`src/rtl/muldiv_adder_seq.sv`:
```
// Iterative unsigned MUL/MULHU/DIVU/REMU sequencer driving an external 32-bit adder.
// Optional macro MULDIV_ZERO_SKIP_EN adds one-cycle shortcuts for trivial operands.
`timescale 1ns/1ps
module muldiv_adder_seq #(
    parameter int WIDTH = 32,
    parameter int CNT_W = 6
) (
    input  logic             clk,
    input  logic             rst_n,
    input  logic             start,
    input  logic [1:0]       op,
    input  logic [WIDTH-1:0] op_a,
    input  logic [WIDTH-1:0] op_b,
    output logic             busy,
    output logic             done,
    output logic [WIDTH-1:0] result,
    output logic [WIDTH-1:0] add_a,
    output logic [WIDTH-1:0] add_b,
    output logic             add_cin,
    input  logic [WIDTH-1:0] add_sum,
    input  logic             add_cout
);

    typedef enum logic [1:0] {IDLE = 2'd0, CALC = 2'd1, DONE = 2'd2} state_t;

    state_t           state, state_nxt;
    logic [CNT_W-1:0] cnt, cnt_d;
    logic [WIDTH-1:0] hi, hi_d, lo, lo_d, opnd, opnd_d, result_d;
    logic [1:0]       op_q, op_d;
    logic             ge;
    logic             div_zero, skip_mul, skip_div, shortcut;

    assign div_zero = op[1] && (op_b == '0);
`ifdef MULDIV_ZERO_SKIP_EN
    assign skip_mul = !op[1] && ((op_a == '0) || (op_b == '0));
    assign skip_div = op[1] && (op_a < op_b);
`else
    assign skip_mul = 1'b0;
    assign skip_div = 1'b0;
`endif
    assign shortcut = div_zero || skip_mul || skip_div;

    // Handshake: start is accepted only in IDLE; busy stays high from the following
    // cycle through the single done cycle, and result is valid while done is high.
    always_ff @(posedge clk or negedge rst_n) begin
        if (!rst_n) state <= IDLE;
        else        state <= state_nxt;
    end

    always_comb begin
        state_nxt = state;
        case (state)
            IDLE:    if (start) state_nxt = shortcut ? DONE : CALC;
            CALC:    if (cnt == CNT_W'(WIDTH - 1)) state_nxt = DONE;
            DONE:    state_nxt = IDLE;
            default: state_nxt = IDLE;
        endcase
    end

    always_comb begin
        busy    = (state != IDLE);
        done    = (state == DONE);
        add_a   = '0;
        add_b   = '0;
        add_cin = 1'b0;
        if (state == CALC) begin
            if (op_q[1]) begin
                add_a   = {hi[WIDTH-2:0], lo[WIDTH-1]};
                add_b   = ~opnd;
                add_cin = 1'b1;
            end else begin
                add_a = hi;
                add_b = lo[0] ? opnd : '0;
            end
        end
    end

    // Datapath next values; shortcut cases preload hi/lo so DONE reads the answer directly.
    always_comb begin
        hi_d   = hi;
        lo_d   = lo;
        opnd_d = opnd;
        op_d   = op_q;
        cnt_d  = cnt;
        ge     = 1'b0;
        case (state)
            IDLE: if (start) begin
                op_d   = op;
                opnd_d = op_b;
                cnt_d  = '0;
                hi_d   = '0;
                lo_d   = op_a;
                if (div_zero) begin
                    hi_d = op_a;
                    lo_d = '1;
                end else if (skip_mul) begin
                    lo_d = '0;
                end else if (skip_div) begin
                    hi_d = op_a;
                    lo_d = '0;
                end
            end
            CALC: begin
                cnt_d = cnt + 1'b1;
                if (op_q[1]) begin
                    // hi[31] set means the 33-bit partial remainder already exceeds any divisor
                    ge   = hi[WIDTH-1] | add_cout;
                    hi_d = ge ? add_sum : {hi[WIDTH-2:0], lo[WIDTH-1]};
                    lo_d = {lo[WIDTH-2:0], ge};
                end else begin
                    hi_d = {add_cout, add_sum[WIDTH-1:1]};
                    lo_d = {add_sum[0], lo[WIDTH-1:1]};
                end
            end
            default: ;
        endcase
    end

    // op[0] selects the high word (MULHU/REMU), otherwise the low word (MUL/DIVU).
    always_comb begin
        result_d = result;
        if (state_nxt == DONE) result_d = op_d[0] ? hi_d : lo_d;
    end

    always_ff @(posedge clk or negedge rst_n) begin
        if (!rst_n) begin
            cnt    <= '0;
            hi     <= '0;
            lo     <= '0;
            opnd   <= '0;
            op_q   <= '0;
            result <= '0;
        end else begin
            cnt    <= cnt_d;
            hi     <= hi_d;
            lo     <= lo_d;
            opnd   <= opnd_d;
            op_q   <= op_d;
            result <= result_d;
        end
    end

endmodule

```
`config.mk`:
```
export PLATFORM = sky130hd
export DESIGN_NAME = muldiv_adder_seq
export DESIGN_NICKNAME = d
export VERILOG_FILES = /design/src/rtl/muldiv_adder_seq.sv
export SDC_FILE = /design/constraint.sdc
export NUM_CORES = 1
export LEC_CHECK = 0
export ABC_AREA = 1
export CAP_MARGIN = 20
export CORE_ASPECT_RATIO = 0.75
export CORE_MARGIN = 2
export CORE_UTILIZATION = 40
export DETAILED_ROUTE_END_ITERATION = 8
export PLACE_DENSITY_LB_ADDON = 0.25
export REMOVE_ABC_BUFFERS = 1
export SYNTH_ARGS = -nofsm -noshare
export SYNTH_HDL_FRONTEND = slang
export SYNTH_SLANG_ARGS = --single-unit
export TNS_END_PERCENT = 1
```
`constraint.sdc`:
```
create_clock -name clk -period 4.64 [get_ports clk]
set_input_delay 0.696 -clock clk [delete_from_list [all_inputs] [get_ports clk]]
set_output_delay 0.696 -clock clk [all_outputs]
set_load 0.03 [all_outputs]
```
; Word level (Yosys, flattened, before mapping)
; Cells that the tools add are included.
[word_totals]
register_bits = 138
input_bits = 102
[classes]
bitwise_logic = 2
mux = 25
n_reduce_logical = 7
add_sub_neg = 1
n_eq_ne = 5
[ops]
columns = operator, count
row1 = 32-bit 2-to-1 mux, 13
row2 = 32-bit case mux with 2 select lines, 2
row3 = 32-bit logical NOT, 1
row4 = 32-bit NOT, 1
row5 = 6-bit case mux with 2 select lines, 1
row6 = 6-bit by 1-bit adder with 6-bit output (second input constant), 1
row7 = 6-bit by 5-bit == test with 1-bit output (second input constant), 1
row8 = 2-bit 2-to-1 mux, 3
row9 = 6-bit 2-to-1 mux, 1
row10 = 2-bit == test (second input constant), 2
row11 = 1-bit 2-to-1 mux, 4
row12 = 2-bit case mux with 2 select lines, 1
row13 = 2-bit AND reduction, 2
row14 = 2-bit nonzero test, 2
row15 = 2-bit by 1-bit == test with 1-bit output (second input constant), 1
row16 = 2-bit logical NOT, 1
row17 = 2-bit inequality test (second input constant), 1
row18 = 1-bit logical AND, 1
row19 = 1-bit OR, 1

; Depth between registers and ports, before layout
; Gate-level depths: netlist of run 1.
[depth]
ltp_word = 6
depth_mapped = 13
ltp_nobuf = 13

; Worst setup path after synthesis of run 1
; OpenSTA, ideal clock, no wires.
[synth_timing]
path_kind = reg-to-output
start = register op_q[1]
end = output port add_a[10]
required_time_ps = 3944
t_arrival_ps = 1711
setup_slack_ps = 2233
path_stages_with_launch = 8
n_path_buf = 4
path_cell_list = dfrtp_1 buf_2 inv_2 buf_2 buf_2 clkbuf_1 nand2_1 a21oi_1
[synth_between]
elab_chain_cells = 2
[synth_lines]
columns = item, line_no
row1 = "start, declared", 29  ; logic [1:0] op_q, op_d;
row2 = "start signal, assigned", 138  ; op_q <= op_d;
row3 = 32-bit 2-to-1 mux, 67  ; if (op_q[1]) begin
row4 = 32-bit 2-to-1 mux, 66  ; if (state == CALC) begin
row5 = "end, declared", 17  ; output logic [WIDTH-1:0] add_a,
; Every way passes these cells.

; Worst setup path after layout of run 1
[layout_timing]
start = register op_q[1]
end = output port add_b[31]
[layout_between]
elab_chain_cells = 2
[layout_lines]
columns = item, line_no
row1 = 32-bit 2-to-1 mux, 67
row2 = 32-bit 2-to-1 mux, 66
row3 = "end, declared", 18  ; output logic [WIDTH-1:0] add_b,
; Every way passes these cells.

==> results.toml, run 1 <==
[run_status]
outcome = "complete, no violations"

[critical_path]
crit_path_max_incr_delay_ps = 680
slowest_stage = "clkdlybuf4s50_1"
path_max_fanout = 35
cp.required_ps = 3940
critPathLaunchType = "register"
cp-end-kind = "output port"
critPathKind = "register to output port"
arrival_ps = 3200
crit_path_cell_trace = "inv_2 > nand2_1 > buf_8 > a21oi_1 > clkdlybuf4s50_1"

[min_path]
hp-class = "input pin to async pin"

[detailed_routing]
wl_per_cell_um = 17.1
viasPerCell = 5.49
wl_met1_um = 14200
dr.pass1.iters = 5
highest_layer = "met4"
wl_met2_um = 13500
num_vias = 9796
drcViolationCount = 0
routed_wl_um = 30600
drtIter0Drc = 1158
ant_nets = 0
route.met3.wl_um = 2530

[yosys]
synth-seq-area-share_pct = 38.9
ys_types = 34
ys_ff_latch = 138
syn_inst = 1337
synthArstFlopShare_pct = 100
yosysMostFrequentCell = "nand2_1"
synth_top_area_share_pct = 38.9
synth_common_cells = "nand2_1, a21oi_1, dfrtp_1"
synth_top_cell_by_area = "dfrtp_1"
synth_area_leaders = "dfrtp_1, nand2_1, a21oi_1, o21ai_0, nand3_1"
synth_ff_type = "dfrtp_1"
post_synth.cell_area_avg_sq_um = 6.63
synth_edf_count = 0
yosys_warnings = 0
netlist_area_sq_um = 8870

[floorplan]
core-area_sq_um = 21900
dieArea_sq_um = 23400
io_pins = 201
die_h_um = 133
row_count = 47
die_x_um = 176
initial_utilization_pct = 40.4

[sta]
period_share_pct = 83.9
finalClockSkew_ps = 8.45
setup_violations = 0
period_needed_ps = 3890
tightest_slew_ps = 1130
max_clock_freq_mhz = 257
maxSlewViolCount = 0
max_slew_margin_pct = 24.9
worst_slack_ps = 747
rsz0062_at_grt = "false"
finalHoldViolations = 0

[finish]
layout-drive-gt1-share_pct = 4.83
n_antenna_cell = 0
layout.nets = 1580
finalInstanceArea_sq_um = 11500
area_growth_syn_to_layout_pct = 30.2

[power_and_ir_drop]
peakVddDrop_v = 0.000336
finalPower_uw = 7750
power_density_nw_per_um2 = 672
leakage_uw = 0.00517

[clock_network]
htreeDepth = 4
cts-buffers-inserted = 17
clk_pin_slew_ps = 60
hold_buffers = 0
cts_setup_buffers = 0
tritoncts = "built"
worstSkewPairLatency_ps = 420
cts.sinks = 138
ctsRootBufferMaster = "clkbuf_16"
cts_buffer_depth = 2
ctsResizeCount = 0

[global_route]
grt_max_degree = 91
gr-usage-all-layers_pct = 26.3
grt_pass1_vias = 9180
antenna_found_initial = 0
grt-ovfl-total = 0
grt_pass1_wl_um = 48900

[placement]
io_buffers = 200
hpwl_um = 19300
post-place-ws_ps = 929
placed_area_sq_um = 10900
gp_congestion = 0.826

[run]
drv_cap = 0
path summary, 6_finish.rpt:
path,start,slack (ps),cells past startpoint,to
hold / removal,rst_n,310,1,hi[22]$_DFF_PN0_
min in group clk,result[13]$_DFFE_PN0N_,490,2,result[13]$_DFFE_PN0N_
hold reg to reg,result[13]$_DFFE_PN0N_,490,2,result[13]$_DFFE_PN0N_
setup / recovery,op_q[1]$_DFFE_PN0P_,750,5,add_b[31]
max in group asynchronous,rst_n,3370,2,hi[3]$_DFF_PN0_
setup reg to reg,state[1]$_DFF_PN0_,900,12,result[0]$_DFFE_PN0N_
cell usage in the layout (no fill, tap or decap), drive strengths merged:
| cell type | count |
|---|---|
| clkinvlp | 3 |
| a211oi | 1 |
| nand4 | 25 |
| dfrtp | 138 |
| o21a | 1 |
| ha | 1 |
| nand2 | 417 |
| o211ai | 14 |
| nor2 | 108 |
| a21oi | 178 |
| nand3 | 126 |
| a22o | 1 |
| clkbuf | 22 |
| o22ai | 1 |
| o32ai | 1 |
| inv | 72 |
| clkdlybuf4s50 | 198 |
| a22oi | 12 |
| bufinv | 3 |
| nor3b | 1 |
| nor3 | 1 |
| o21ai | 141 |
| or2 | 1 |
| buf | 19 |
| clkinv | 5 |
metal layers:
metal | vias to the layer above | track usage, %
li1 | 4735 | -
met1 | 4599 | 38.5
met2 | 429 | 40.1
met3 | 33 | 5.32
met4 | 0 | 6.15
met5 | - | 0
logic make-up (layout without fill, tap and decap cells):
family	Yosys count	count (layout)	synth area share, %
AND/OR/NAND/NOR	679	679	32.0
adder cells (fa/ha/maj)	1	1	0.141
AO/OA/AOI/OAI	350	350	20.8
flip-flops	138	138	38.9
buffers and inverters	169	322	8.17
layout make-up:
class | instances | area (sq um)
inverters | 73 | 274
fillers | 2129 | 10400
well taps | 294 | 368
flip-flops and latches | 138 | 3460
clock buffers | 22 | 484
clock inverters | 10 | 140
multi-input cells | 1030 | 4690
repair buffers | 217 | 2130
state kept, by name, indices dropped and copies added, names as in the netlist:
signal,flops
state,2
lo,32
hi,32
opnd,32
result,32
cnt,6
op_q,2
report_power, final:
| group | leakage (uW) | internal [uW] | total [uW] | switching (uW) |
|---|---|---|---|---|
| Combinational | 0.00327 | 1460 | 4190 | 2730 |
| Sequential | 0.00160 | 1670 | 2120 | 454 |
| Clock | 0.000298 | 903 | 1440 | 539 |
| Total | 0.00517 | 4030 | 7750 | 3730 |
metrics by stage:
| stage | hold slack (ps) | cells | utilization (%) | setup TNS [ps] |
|---|---|---|---|---|
| 2_1_floorplan | 400 | 1241 | - | -19260 |
| 3_3_place_gp | 465 | 1751 | 49.7 | 0 |
| 3_5_place_dp | 473 | 1751 | 49.7 | 0 |
| 4_1_cts | 397 | 1783 | 52.6 | 0 |
| 5_1_grt | 429 | 1784 | 52.6 | 0 |
| 6_report | 311 | 1784 | 52.6 | 0 |
critical path, delay by kind of cell (launching register included):
kind / cells / cell delay, ps
and+or+nand+nor: 1 / 480
buffers and inverters: 3 / 1460
DFF: 1 / 640
AOI/OAI and AO/OA: 1 / 170
Note: power is estimated with default switching activity, not from simulation.
==> run 2, diff against run 1 <==
==> constraint.sdc (replaced) <==
create_clock -name clk -period 3.57 [get_ports clk]
set_input_delay 0.5355 -clock clk [delete_from_list [all_inputs] [get_ports clk]]
set_output_delay 0.5355 -clock clk [all_outputs]
set_load 0.03 [all_outputs]
==> run 2 against run 1 <==
Net effect: die area stayed put; clock-buffer cell count increased by 3; power increased by 28%; sequential power increased by 31%; critical path depth stayed put; sequential share of layout area up 0.071 points; flip-flop and latch count stayed put; core utilization down 0.13 points; largest power group unchanged.
==> results.toml, run 2 (synthesis gave the netlist of run 1 again) <==
[global_route]
antenna_found_initial = 1
grt_pass1_vias = 9437
met2_usage_pct = 39.7
met1_usage_pct = 38.3
grt-ovfl-total = 0
grt_pass1_wl_um = 49400
grt_max_degree = 90
gr-usage-all-layers_pct = 26.5
grt_use_met3_pct = 5.23
busiest_layer = "met2"

[sta]
finalHoldViolations = 0
tightest_slew_ps = 892
rsz0062_at_grt = "false"
hold_slack_ps = 166
finalClockSkew_ps = 9.08
max_slew_margin_pct = 40.5
maxSlewViolCount = 0
period_share_pct = 83.9
fin_tns_setup_ps = 0
max_clock_freq_mhz = 334
setup_violations = 0
period_needed_ps = 3000

[finish]
finalInstanceArea_sq_um = 11500
mostFrequentLayoutCells = "nand2_1, a21oi_1, clkdlybuf4s50_1"
area_growth_syn_to_layout_pct = 29.9
layout.nets = 1589
final_common_cell = "nand2_1"
layout-drive-gt1-share_pct = 9.21
n_antenna_cell = 0
instances_no_fill = 1793
nFillCells = 2152
final_core_util_pct = 52.5

[clock_network]
hold_buffers = 0
ctsResizeCount = 0
htreeDepth = 4
cts_setup_buffers = 0
cts-buffers-inserted = 17
worstSkewPairLatency_ps = 430
clk_pin_slew_ps = 60
cts.sinks = 138
cts_buffer_depth = 2
tritoncts = "built"
ctsRootBufferMaster = "clkbuf_16"

[run]
drv_cap = 0

[power_and_ir_drop]
peakVddDrop_v = 0.000416
power_switching_uw = 4870
power.share.switching_pct = 48.9
power_density_nw_per_um2 = 864
p_comb_share_pct = 55.1
internal_power_uw = 5090
clkPwrFrac_pct = 17.1
seq_power_share_pct = 27.8
leakage_uw = 0.00532

[placement]
hpwl_um = 19900
gp_congestion = 0.868
io_buffers = 200
placed_cells = 1761
placed_area_sq_um = 11000

[floorplan]
die_x_um = 176
dieArea_sq_um = 23400
io_pins = 201
die_h_um = 133
initial_utilization_pct = 40.4
core-area_sq_um = 21900
row_count = 47

[min_path]
hp-class = "input pin to async pin"

[detailed_routing]
dr.pass1.iters = 5
viasPerCell = 5.53
drtIter0Drc = 1261
ant_nets = 0
drcViolationCount = 0
num_vias = 9917
wl_per_cell_um = 17.2
routed_wl_um = 30800

[critical_path]
arrival_ps = 2460
cp.required_ps = 3030
path_max_fanout = 29
critPathKind = "register to output port"
critPathLaunchType = "register"
cp-end-kind = "output port"

[run_status]
outcome = "complete, no violations"
run 2: cell count changes in the layout (fill, tap and decap cells not counted), sizes merged:
cell / previous run / this run
clkinv: 5 / 6
buf: 19 / 89
clkdlybuf4s50: 198 / 137
clkbuf: 22 / 25
clkinvlp: 3 / 1
bufinv: 3 / 1
run 2: metrics by stage:
step                setup slack [ps]  power, uW
finish                           575       9950
global route                     442      10700
CTS                              603       9920
detailed placement               770       8190
global placement                 823       8110
floorplan                      -1500       6120
run 2: worst paths after layout:
| check | to | slack [ps] | depth (start not counted) | from |
|---|---|---|---|---|
| max in group asynchronous | opnd[6]$_DFFE_PN0P_ | 2540 | 2 | rst_n |
| max | add_a[2] | 570 | 5 | state[0]$_DFF_PN0_ |
| min | result[21]$_DFFE_PN0N_ | 170 | 1 | rst_n |
| min in group clk | result[31]$_DFFE_PN0N_ | 480 | 2 | result[31]$_DFFE_PN0N_ |
| min reg2reg | result[31]$_DFFE_PN0N_ | 480 | 2 | result[31]$_DFFE_PN0N_ |
| max reg2reg | result[1]$_DFFE_PN0N_ | 1030 | 9 | state[0]$_DFF_PN0_ |
run 2: layout make-up:
class	count	area, sq um	share of cell area [%]
multi-input cells	1030	4690	40.7
flip-flops and latches	138	3460	30.0
repair buffers	226	2180	18.9
clock buffers	25	485	4.21
well taps	294	368	3.19
inverters	73	274	2.38
clock inverters	7	66.3	0.576
run 2: per-layer routing:
layer	up-vias	part of all wire [%]
met2	483	44
met1	4637	46
met3	43	8.4
li1	4754	-
met5	-	0
met4	0	1.9
run 2: worst max-delay path, cell delays in order (launching register included):
cell and delay (ps):
dfrtp_1 380, inv_2 110, nor2_8 400, o21ai_0 180, a21oi_1 240, clkdlybuf4s50_1 720
run 2: power groups by stage:
stage	clock network [uW]	registers, uW	logic, uW
6_report	1700	2770	5490
4_1_cts	1720	2750	5450
3_3_place_gp	0	2740	5370
2_1_floorplan	0	2720	3400
5_1_grt	1790	2850	6050
3_5_place_dp	0	2770	5420
